<file path="config.mk">
export PLATFORM = sky130hd
export DESIGN_NAME = mem_arbiter
export DESIGN_NICKNAME = d
export VERILOG_FILES = /design/src/rtl/mem_arbiter.sv
export SDC_FILE = /design/constraint.sdc
export NUM_CORES = 1
export LEC_CHECK = 0
export BUFFER_PORTS_ARGS = -buffer_cell sky130_fd_sc_hd__buf_2
export CAP_MARGIN = 20
export CORE_AREA = 2 2 107 109
export CTS_CLUSTER_DIAMETER = 40
export CTS_CLUSTER_SIZE = 25
export DETAILED_ROUTE_END_ITERATION = 10
export DIE_AREA = 0 0 109 111
export SLEW_MARGIN = 0
export SYNTH_ARGS = -nofsm -noshare
export SYNTH_HDL_FRONTEND = slang
export SYNTH_SLANG_ARGS = --single-unit
</file>
<file path="constraint.sdc">
create_clock -name clk -period 1.24 [get_ports clk]
set_input_delay 0.124 -clock clk [delete_from_list [all_inputs] [get_ports clk]]
set_output_delay 0.124 -clock clk [all_outputs]
set_load 0.05 [all_outputs]
</file>
<file path="src/rtl/mem_arbiter.sv">
// mem_arbiter: shares one memory port between fetch and LSU; data wins, a burst counter guards fetch
module mem_arbiter #(
    parameter int DATA_WIDTH     = 32,
    parameter int ADDR_WIDTH     = 32,
    parameter int MAX_DATA_BURST = 3
) (
    input  logic                    clk,
    input  logic                    rst,
    input  logic                    instr_req_i,
    input  logic [ADDR_WIDTH-1:0]   instr_addr_i,
    output logic                    instr_gnt_o,
    output logic                    instr_rvalid_o,
    output logic [DATA_WIDTH-1:0]   instr_rdata_o,
    input  logic                    data_req_i,
    input  logic [ADDR_WIDTH-1:0]   data_addr_i,
    input  logic                    data_we_i,
    input  logic [DATA_WIDTH/8-1:0] data_be_i,
    input  logic [DATA_WIDTH-1:0]   data_wdata_i,
    output logic                    data_gnt_o,
    output logic                    data_rvalid_o,
    output logic [DATA_WIDTH-1:0]   data_rdata_o,
    output logic                    mem_req_o,
    output logic [ADDR_WIDTH-1:0]   mem_addr_o,
    output logic                    mem_we_o,
    output logic [DATA_WIDTH/8-1:0] mem_be_o,
    output logic [DATA_WIDTH-1:0]   mem_wdata_o,
    input  logic                    mem_gnt_i,
    input  logic                    mem_rvalid_i,
    input  logic [DATA_WIDTH-1:0]   mem_rdata_i
);
    localparam logic [2:0] MAX_B = 3'(MAX_DATA_BURST);
    typedef enum logic [1:0] {IDLE, REQ, RSP} state_e;
    state_e     state_q, state_d;
    logic       owner_q, owner_d;
    logic [2:0] starve_q, starve_d;
    logic       arb, any_req, win_data, in_req, rsp;
    // arbitration in IDLE or on the response cycle; owner_q=1 means the LSU owns the bus
    always_comb begin
        arb      = state_q == IDLE || (state_q == RSP && mem_rvalid_i);
        any_req  = instr_req_i || data_req_i;
        win_data = data_req_i && !(instr_req_i && starve_q == MAX_B);
        state_d  = state_q;
        owner_d  = owner_q;
        starve_d = starve_q;
        if (arb) begin
            state_d = any_req ? REQ : IDLE;
            if (any_req) begin
                owner_d  = win_data;
                starve_d = !win_data ? 3'd0 :
                           (instr_req_i && starve_q != MAX_B) ? starve_q + 3'd1 : starve_q;
            end
        end else if (state_q == REQ && mem_gnt_i) begin
            state_d = RSP;
        end
    end
    // state, owner and starvation counter registers
    always_ff @(posedge clk) begin
        if (rst) begin
            state_q  <= IDLE;
            owner_q  <= 1'b0;
            starve_q <= 3'd0;
        end else begin
            state_q  <= state_d;
            owner_q  <= owner_d;
            starve_q <= starve_d;
        end
    end
    assign in_req         = state_q == REQ;
    assign rsp            = state_q == RSP && mem_rvalid_i;
    assign mem_req_o      = in_req;
    assign mem_addr_o     = !in_req ? '0 : owner_q ? data_addr_i : instr_addr_i;
    assign mem_we_o       = in_req && owner_q && data_we_i;
    assign mem_be_o       = !in_req ? '0 : owner_q ? data_be_i : '1;
    assign mem_wdata_o    = (in_req && owner_q) ? data_wdata_i : '0;
    assign instr_gnt_o    = in_req && !owner_q && mem_gnt_i;
    assign data_gnt_o     = in_req && owner_q && mem_gnt_i;
    assign instr_rvalid_o = rsp && !owner_q;
    assign data_rvalid_o  = rsp && owner_q;
    assign instr_rdata_o  = instr_rvalid_o ? mem_rdata_i : '0;
    assign data_rdata_o   = data_rvalid_o ? mem_rdata_i : '0;
endmodule

</file>
==> impl_metrics.py, run 1 <==
metrics = {
    "power": {
        "ir_drop_mv": 0.745,
        "total_power_mw": 3.30,
        "p_leak_nw": 2.64,
        "power_density_nw_per_um2": 553,
    },
    "cells_and_area": {
        "n_antenna_cell": 0,
        "final_net_count": 669,
        "final_util": 0.539,
        "drive_above_1_share": 0.949,
        "area_delta_synth_final_pct": 280,
    },
    "synthesis": {
        "synth_area_leader_cell": "and2_1",
        "netlist-cell-type-count": 26,
        "synth_area_per_cell_sq_um": 6.90,
        "yosysTopAreaCellShare": 0.254,
        "synth_ff_type": "dfxtp_1",
        "synth_seq_area_share": 0.0763,
        "synth_nets": 369,
        "synthArstFlopShare": 0,
        "synth-seq-cells": 6,
        "synthCells": 228,
        "netlist_area_sq_um": 1570,
        "synth_most_common_cell": "and2_1",
        "synth_warnings": 0,
        "synthTopCellsByCount": "64 x and2_1, 34 x and3_1, 34 x nor2_1",
        "synth_edf_count": 0,
        "synth.area.top_cells": "and2_1 25%, mux2i_1 20%, and3_1 14%, nor2_1 8.1%, dfxtp_1 7.6%",
    },
    "global_routing": {
        "antenna_found_initial": 0,
        "grt_pass1_wl_um": 13000,
        "track_usage": 0.133,
        "overflow": 0,
        "grt_max_degree": 34,
        "grt_pass1_vias": 2651,
    },
    "clock_network": {
        "htree_levels": 1,
        "cts_tree": "built",
        "cts_sinks": 6,
        "clkSlewWorstSetupHoldPaths_ns": 0.03,
        "ctsLongestPathBuffers": 2,
        "root_buffer": "clkbuf_16",
        "clock_latency_ns": 0.22,
        "cts_hold_buf": 0,
        "cts-buffers-inserted": 3,
    },
    "timing": {
        "setup_ws_ns": -0.301,
        "tightestPinTransition_ns": 0.263,
        "rsz0062_at_grt": "yes",
        "final.setup.tns_ns": -34.04,
        "drv_slew": 0,
        "max_slew_margin": 0.823,
        "setup_viol": 139,
        "hold_violations": 0,
        "hold_ws_ns": 0.165,
        "finalCritPeriodShare": 1.24,
        "fmax_mhz": 649,
        "fin_skew_ns": 0.00147,
        "post-route-min-period_ns": 1.54,
    },
    "drt": {
        "drt-wirelength-per-cell_um": 18.0,
        "finalWirelength_um": 12000,
        "viasPerCell": 4.39,
        "drtIter0Drc": 74,
        "dr_total_vias": 2938,
        "final_antenna_net_count": 0,
        "first_pass_iters": 4,
        "route.detailed.drc": 0,
    },
    "critical_path": {
        "end_kind": "output port",
        "r2r_cells": 4,
        "critPathKind": "reg -> out",
        "required_ns": 1.12,
        "path_max_fanout": 10,
        "cp.arrival_ns": 1.42,
        "worstSetupStartpointType": "flop",
    },
    "placed_design": {
        "routabilityCongestion": 0.799,
        "dp_hpwl_um": 6770,
        "dpl_worst_slack_ns": -0.165,
        "io_buffer_count": 276,
    },
    "floorplanning": {
        "ios": 277,
        "coreArea_sq_um": 11100,
        "dieArea_sq_um": 12100,
        "initial_core_util": 0.142,
        "die_y_um": 111,
        "die_w_um": 109,
        "rows": 39,
    },
    "run_status": {
        "status": "finished with violations",
        "violations": "negative setup slack",
    },
    "worst_hold_path": {
        "worstHoldPathCells": 2,
        "min_path_type": "in -> reg",
    },
    "job": {
        "cap_violations": 0,
    },
}
registers in the layout, indices dropped and copies added (netlist names):
signal    flops
starve_q      3
owner_q       1
state_q       2
through the flow:
step	cells	area (sq um)
after detailed placement	643	3730
final	669	5980
after global routing	669	5980
after floorplan	228	2050
after CTS	650	4520
after global placement	643	3730
logic make-up (layout without fill, tap and decap cells):
kind of cell,count (synthesis),count (layout),share of synthesized area
DFF,6,6,0.0763
AOI/OAI and AO/OA,16,16,0.0580
muxes,32,32,0.203
adders and majority gates,2,2,0.0159
buffers and inverters,28,323,0.115
and+or+nand+nor,144,147,0.531
final timing paths:
path                                                from                        to  slack [ns]
worst max-delay path             state_q[1]$_SDFFE_PP0P_               mem_be_o[0]       -0.30
worst min-delay path                                 rst  starve_q[2]$_SDFFE_PP0P_        0.17
worst max register to register   state_q[1]$_SDFFE_PP0P_   state_q[0]$_SDFFE_PP0P_       -0.03
worst min register to register  starve_q[1]$_SDFFE_PP0P_  starve_q[1]$_SDFFE_PP0P_        0.49
power by group:
part	internal, mW	switching, mW	leakage (nW)	total (mW)
combinational	1.22	1.35	2.55	2.57
sequential	0.205	0.0164	0.0507	0.221
clock	0.413	0.0983	0.0370	0.511
total	1.84	1.46	2.64	3.30
final cells by class:
cell class              count  area (sq um)
clock buffers               3          75.1
well taps                 143           179
repair buffers            313          3240
multi-input cells         197          2320
fillers                   919          5100
inverters                   7          33.8
flip-flops and latches      6           129
critical path, cell delays in order (launching register included):
cell and delay, ns:
dfxtp_4 0.36, nand2b_4 0.18, buf_12 0.17, buf_12 0.16, a21oi_4 0.13, buf_6 0.17
cell usage in the layout (no fill, tap or decap), types with 2 or more instances in the layout:
| cell | Yosys | layout |
|---|---|---|
| buf_8 | 0 | 96 |
| buf_12 | 0 | 16 |
| dfxtp_1 | 6 | 3 |
| nand2b_1 | 3 | 2 |
| and2_2 | 0 | 37 |
| nand4b_1 | 2 | 2 |
| nor2_1 | 34 | 2 |
| nor2b_1 | 2 | 2 |
| buf_2 | 4 | 139 |
| nor2_2 | 0 | 2 |
| clkbuf_16 | 0 | 10 |
| a21oi_4 | 0 | 4 |
| mux2i_4 | 0 | 32 |
| buf_16 | 0 | 2 |
| buf_4 | 7 | 12 |
| and3_4 | 0 | 34 |
| o21ai_0 | 4 | 4 |
| dfxtp_4 | 0 | 2 |
| and2_4 | 0 | 27 |
| inv_1 | 5 | 5 |
| buf_6 | 6 | 41 |
| nor2_4 | 0 | 30 |
| a21oi_1 | 8 | 3 |
| and4_4 | 1 | 3 |
per-layer routing:
metal,up-vias,global-route usage,share of wire
met2,155,0.255,0.56
li1,1377,-,-
met5,-,0,0
met1,1388,0.155,0.36
met3,18,0.0253,0.070
met4,0,0.0120,0.017
what timing repair did:
item,CTS,global route
endpoints found under the setup margin,143,143
pin swaps,0,55
resized for setup,204,323
gates cloned,3,11
buffers inserted,1,8
No activity file was read; power rests on OpenSTA's default activity.
==> run 2: changes to the inputs <==
Clock period 1.24 ns to 1.89 ns, I/O delays scaled along.
==> impl_metrics.py, run 2 (synthesized netlist as in run 1, its figures left out) <==
metrics = {
    "run_status": {
        "status": "finished clean",
    },
    "power": {
        "p_int_mw": 0.668,
        "p_leak_nw": 2.05,
        "ir_drop_mv": 0.213,
        "total_power_mw": 1.32,
        "p_clk_frac": 0.256,
        "power_switching_share": 0.495,
        "p_seq_frac": 0.108,
        "power_switching_mw": 0.655,
        "power_density_nw_per_um2": 428,
        "comb_power_share": 0.637,
    },
    "critical_path": {
        "worstSetupStartpointType": "flop",
        "required_ns": 1.70,
        "cp.arrival_ns": 1.59,
        "path_max_fanout": 34,
        "end_kind": "output port",
        "critPathKind": "reg -> out",
    },
    "placed_design": {
        "placed_cell_area_sq_um": 3020,
        "routabilityCongestion": 0.780,
        "io_buffer_count": 276,
        "dp_hpwl_um": 5970,
        "dpl_worst_slack_ns": 0.327,
    },
    "timing": {
        "setup_viol": 0,
        "hold_violations": 0,
        "tightestPinTransition_ns": 0.518,
        "max_slew_margin": 0.655,
        "rsz0062_at_grt": "no",
        "final.setup.tns_ns": 0,
        "setup_ws_ns": 0.107,
        "drv_slew": 0,
        "fmax_mhz": 561,
        "finalCritPeriodShare": 0.944,
        "post-route-min-period_ns": 1.78,
        "fin_skew_ns": 0.00126,
    },
    "global_routing": {
        "grt_pass1_wl_um": 9500,
        "track_usage": 0.0981,
        "grt_pass1_vias": 2049,
        "grt_max_degree": 39,
        "antenna_found_initial": 1,
        "overflow": 0,
    },
    "cells_and_area": {
        "area_delta_synth_final_pct": 96.7,
        "largest_register_ffs": 3,
        "final_net_count": 633,
        "fillers": 1231,
        "top_regs": "starve_q: 3 flops, state_q: 2 flops, owner_q: 1 flops",
        "layout_common_cells": "276 x buf_2, 64 x and2_1, 34 x and3_1, 34 x nor2_1, 32 x mux2i_1",
        "final_common_cell": "buf_2",
        "largest_register": "starve_q",
        "fin_area_sq_um": 3100,
        "drive_above_1_share": 0.590,
    },
    "floorplanning": {
        "ios": 277,
        "initial_core_util": 0.142,
        "rows": 39,
        "die_w_um": 109,
        "dieArea_sq_um": 12100,
        "coreArea_sq_um": 11100,
        "die_y_um": 111,
    },
    "clock_network": {
        "htree_levels": 1,
        "clock_latency_ns": 0.23,
        "ctsLongestPathBuffers": 2,
        "clkSlewWorstSetupHoldPaths_ns": 0.03,
        "cts_post_setup_buffers_inserted": 0,
        "cts-buffers-inserted": 3,
        "root_buffer": "clkbuf_16",
        "cts_tree": "built",
        "cts_hold_buf": 0,
        "cts_sinks": 6,
    },
    "drt": {
        "first_pass_iters": 4,
        "drt-wirelength-per-cell_um": 11.1,
        "final_antenna_net_count": 0,
        "drtIter0Drc": 105,
        "finalWirelength_um": 7030,
        "dr_total_vias": 2514,
        "viasPerCell": 3.97,
        "route.detailed.drc": 0,
    },
    "job": {
        "cap_violations": 0,
    },
    "worst_hold_path": {
        "min_path_type": "in -> reg",
    },
}
-- run 2: changes by cell type in the layout (fill, tap and decap cells not counted), moves of 34 or more --
cell,before,now
buf_2,139,276
buf_8,96,0
and2_1,0,64
buf_6,41,0
and2_2,37,0
and3_1,0,34
and3_4,34,0
-- run 2: worst paths after layout --
kind	from	end	slack (ns)	cells after the start
setup / recovery	owner_q$_SDFFE_PP0P_	mem_addr_o[31]	0.11	4
hold / removal	rst	owner_q$_SDFFE_PP0P_	0.20	2
setup reg to reg	starve_q[0]$_SDFFE_PP0P_	starve_q[2]$_SDFFE_PP0P_	0.48	5
hold reg to reg	starve_q[2]$_SDFFE_PP0P_	starve_q[2]$_SDFFE_PP0P_	0.47	2
-- run 2: worst max-delay path, cell delays in order, from the launching register on --
cell and delay, ns:
dfxtp_2 0.34, buf_4 0.45, mux2i_1 0.29, nor2_1 0.06, buf_2 0.22
-- run 2: metal layers --
layer  track usage  vias up  wire length [um]
met2         0.200      161              3650
met3        0.0118        2               756
met1        0.0983     1062              2580
li1              -     1289                 -
met5             0        -                 0
met4        0.0308        0                54
-- run 2: final cells by class --
cell class                 count  area (sq um)  share of cell area
antenna                        1          2.50            0.000808
clock buffer                   3          75.1              0.0243
inverter                       7          28.8             0.00930
multi-input combinational    194          1280               0.413
sequential                     6           121              0.0392
tap                          143           179              0.0578
timing repair buffer         280          1410               0.456
-- run 2: per-stage QoR --
stage / hold WS [ns] / cells / util
2_1_floorplan: 0.258 / 228 / -
3_3_place_gp: 0.438 / 630 / 0.272
3_5_place_dp: 0.433 / 630 / 0.272
4_1_cts: 0.200 / 633 / 0.279
5_1_grt: 0.214 / 633 / 0.279
6_report: 0.201 / 634 / 0.279
-- run 2: power by group through the flow --
stage	Combinational (mW)	Clock (mW)	Sequential, mW
final	0.843	0.338	0.143
after CTS	0.846	0.347	0.143
after global placement	0.848	0	0.144
after global routing	0.893	0.353	0.144
after floorplan	0.587	0	0.141
after detailed placement	0.844	0	0.144
-- run 2: what timing repair did --
| item | in CTS | in global routing |
|---|---|---|
| endpoints found under the setup margin | 0 | 3 |
| gates resized for setup | 0 | 2 |
| hold endpoints to repair | 0 | 0 |
==> run 3: changes to the inputs <==
==> constraint.sdc (replaced) <==
create_clock -name clk -period 2.15 [get_ports clk]
set_input_delay 0.215 -clock clk [delete_from_list [all_inputs] [get_ports clk]]
set_output_delay 0.215 -clock clk [all_outputs]
set_load 0.005 [all_outputs]
==> impl_metrics.py, run 3 (synthesized netlist as in run 1, its figures left out) <==
metrics = {
    "power": {
        "ir_drop_mv": 0.189,
        "power_density_nw_per_um2": 287,
        "p_leak_nw": 2.05,
    },
    "timing": {
        "tightestPinTransition_ns": 0.510,
        "finalCritPeriodShare": 0.798,
        "max_slew_margin": 0.657,
        "fin_skew_ns": 0.00369,
        "setup_viol": 0,
        "hold_violations": 0,
        "post-route-min-period_ns": 1.72,
        "rsz0062_at_grt": "no",
        "drv_slew": 0,
        "final.setup.tns_ns": 0,
        "hold_ws_ns": 0.233,
        "fmax_mhz": 583,
    },
    "floorplanning": {
        "ios": 277,
        "die_y_um": 111,
        "dieArea_sq_um": 12100,
        "initial_core_util": 0.142,
        "coreArea_sq_um": 11100,
        "die_w_um": 109,
        "rows": 39,
    },
    "global_routing": {
        "track_usage": 0.129,
        "grt_max_degree": 46,
        "antenna_found_initial": 1,
        "grt_pass1_wl_um": 12000,
        "grt_pass1_vias": 2274,
        "overflow": 0,
    },
    "critical_path": {
        "end_kind": "output port",
        "slowest_delay_ns": 0.42,
        "worstSetupStartpointType": "flop",
        "path_max_fanout": 45,
        "required_ns": 1.93,
        "critical_path_buf_inv_count": 2,
        "cp_slowest_cell": "dfxtp_4",
        "critPathKind": "reg -> out",
        "cp.arrival_ns": 1.50,
        "path_cells": "buf_4 > mux2i_1 > nor2_1 > buf_2",
        "cp_top_family": "buffers and inverters",
    },
    "cells_and_area": {
        "fin_area_sq_um": 3090,
        "n_antenna_cell": 0,
        "fillers": 1269,
        "largest_register": "starve_q",
        "area_delta_synth_final_pct": 96.1,
        "layout_common_cells": "276 x buf_2, 64 x and2_1, 34 x and3_1, 34 x nor2_1, 32 x mux2i_1",
        "fin_cells": 633,
        "final_net_count": 632,
        "largest_register_ffs": 3,
        "final_common_cell": "buf_2",
        "top_regs": "starve_q: 3 flops, state_q: 2 flops, owner_q: 1 flops",
        "drive_above_1_share": 0.588,
        "final_util": 0.279,
    },
    "drt": {
        "route.detailed.drc": 0,
        "final_antenna_net_count": 0,
        "finalWirelength_um": 8760,
        "dr_total_vias": 2561,
        "first_pass_iters": 4,
        "drt-wirelength-per-cell_um": 13.8,
        "viasPerCell": 4.05,
        "drtIter0Drc": 71,
    },
    "clock_network": {
        "root_buffer": "clkbuf_16",
        "cts_post_setup_buffers_inserted": 0,
        "cts_hold_buf": 0,
        "ctsLongestPathBuffers": 2,
        "clkSlewWorstSetupHoldPaths_ns": 0.04,
        "cts_sinks": 6,
        "ctsResizeCount": 0,
        "clock_latency_ns": 0.23,
        "cts-buffers-inserted": 3,
        "htree_levels": 1,
        "cts_tree": "built",
    },
    "placed_design": {
        "routabilityCongestion": 0.725,
        "dp.cells": 629,
        "dp_hpwl_um": 7590,
        "placed_cell_area_sq_um": 3010,
        "io_buffer_count": 276,
    },
    "run_status": {
        "status": "finished clean",
    },
    "job": {
        "cap_violations": 0,
    },
    "worst_hold_path": {
        "min_path_type": "in -> reg",
    },
}
## run 3: changes by cell type in the layout (fill, tap and decap cells not counted), sizes merged
cell    delta
clkbuf     +1
buf        -1
diode      -1
## run 3: final timing paths
| kind | startpoint | to | slack, ns | cells past startpoint |
|---|---|---|---|---|
| worst max register to register | starve_q[0]$_SDFFE_PP0P_ | starve_q[2]$_SDFFE_PP0P_ | 0.67 | 5 |
| worst max-delay path | owner_q$_SDFFE_PP0P_ | mem_addr_o[11] | 0.43 | 4 |
| worst min register to register | starve_q[2]$_SDFFE_PP0P_ | starve_q[2]$_SDFFE_PP0P_ | 0.48 | 2 |
| worst min-delay path | rst | owner_q$_SDFFE_PP0P_ | 0.23 | 2 |
## run 3: where the power goes
| part | switching, mW | internal [mW] | leakage [nW] |
|---|---|---|---|
| sequential | 0.0115 | 0.118 | 0.0498 |
| clock | 0.0709 | 0.247 | 0.0382 |
| combinational | 0.214 | 0.225 | 1.96 |
| total | 0.296 | 0.590 | 2.05 |
## run 3: worst register-to-register path, stage by stage (launching register included)
cell and delay (ns):
dfxtp_1 0.32, ha_1 0.20, ha_1 0.17, a21boi_0 0.42, nand4b_1 0.16, a21oi_1 0.15
## run 3: metal layers
metal,vias up,global-route usage,share of wire
met5,-,0,0
met4,0,0.0205,0.0076
met3,7,0.0241,0.11
met2,177,0.271,0.53
met1,1093,0.125,0.35
li1,1284,-,-
## run 3: area by class of cell
class	instances	area, sq um	share of cell area
flip-flops and latches	6	124	0.0401
inverters	7	26.3	0.00851
multi-input cells	194	1270	0.413
repair buffers	279	1400	0.455
well taps	143	179	0.0580
clock buffers	4	78.8	0.0255
## run 3: metrics by stage
step,power (mW),worst slack (ns)
global placement,0.575,0.676
floorplan,0.336,0.887
CTS,0.897,0.415
finish,0.886,0.434
global route,0.937,0.343
detailed placement,0.577,0.663
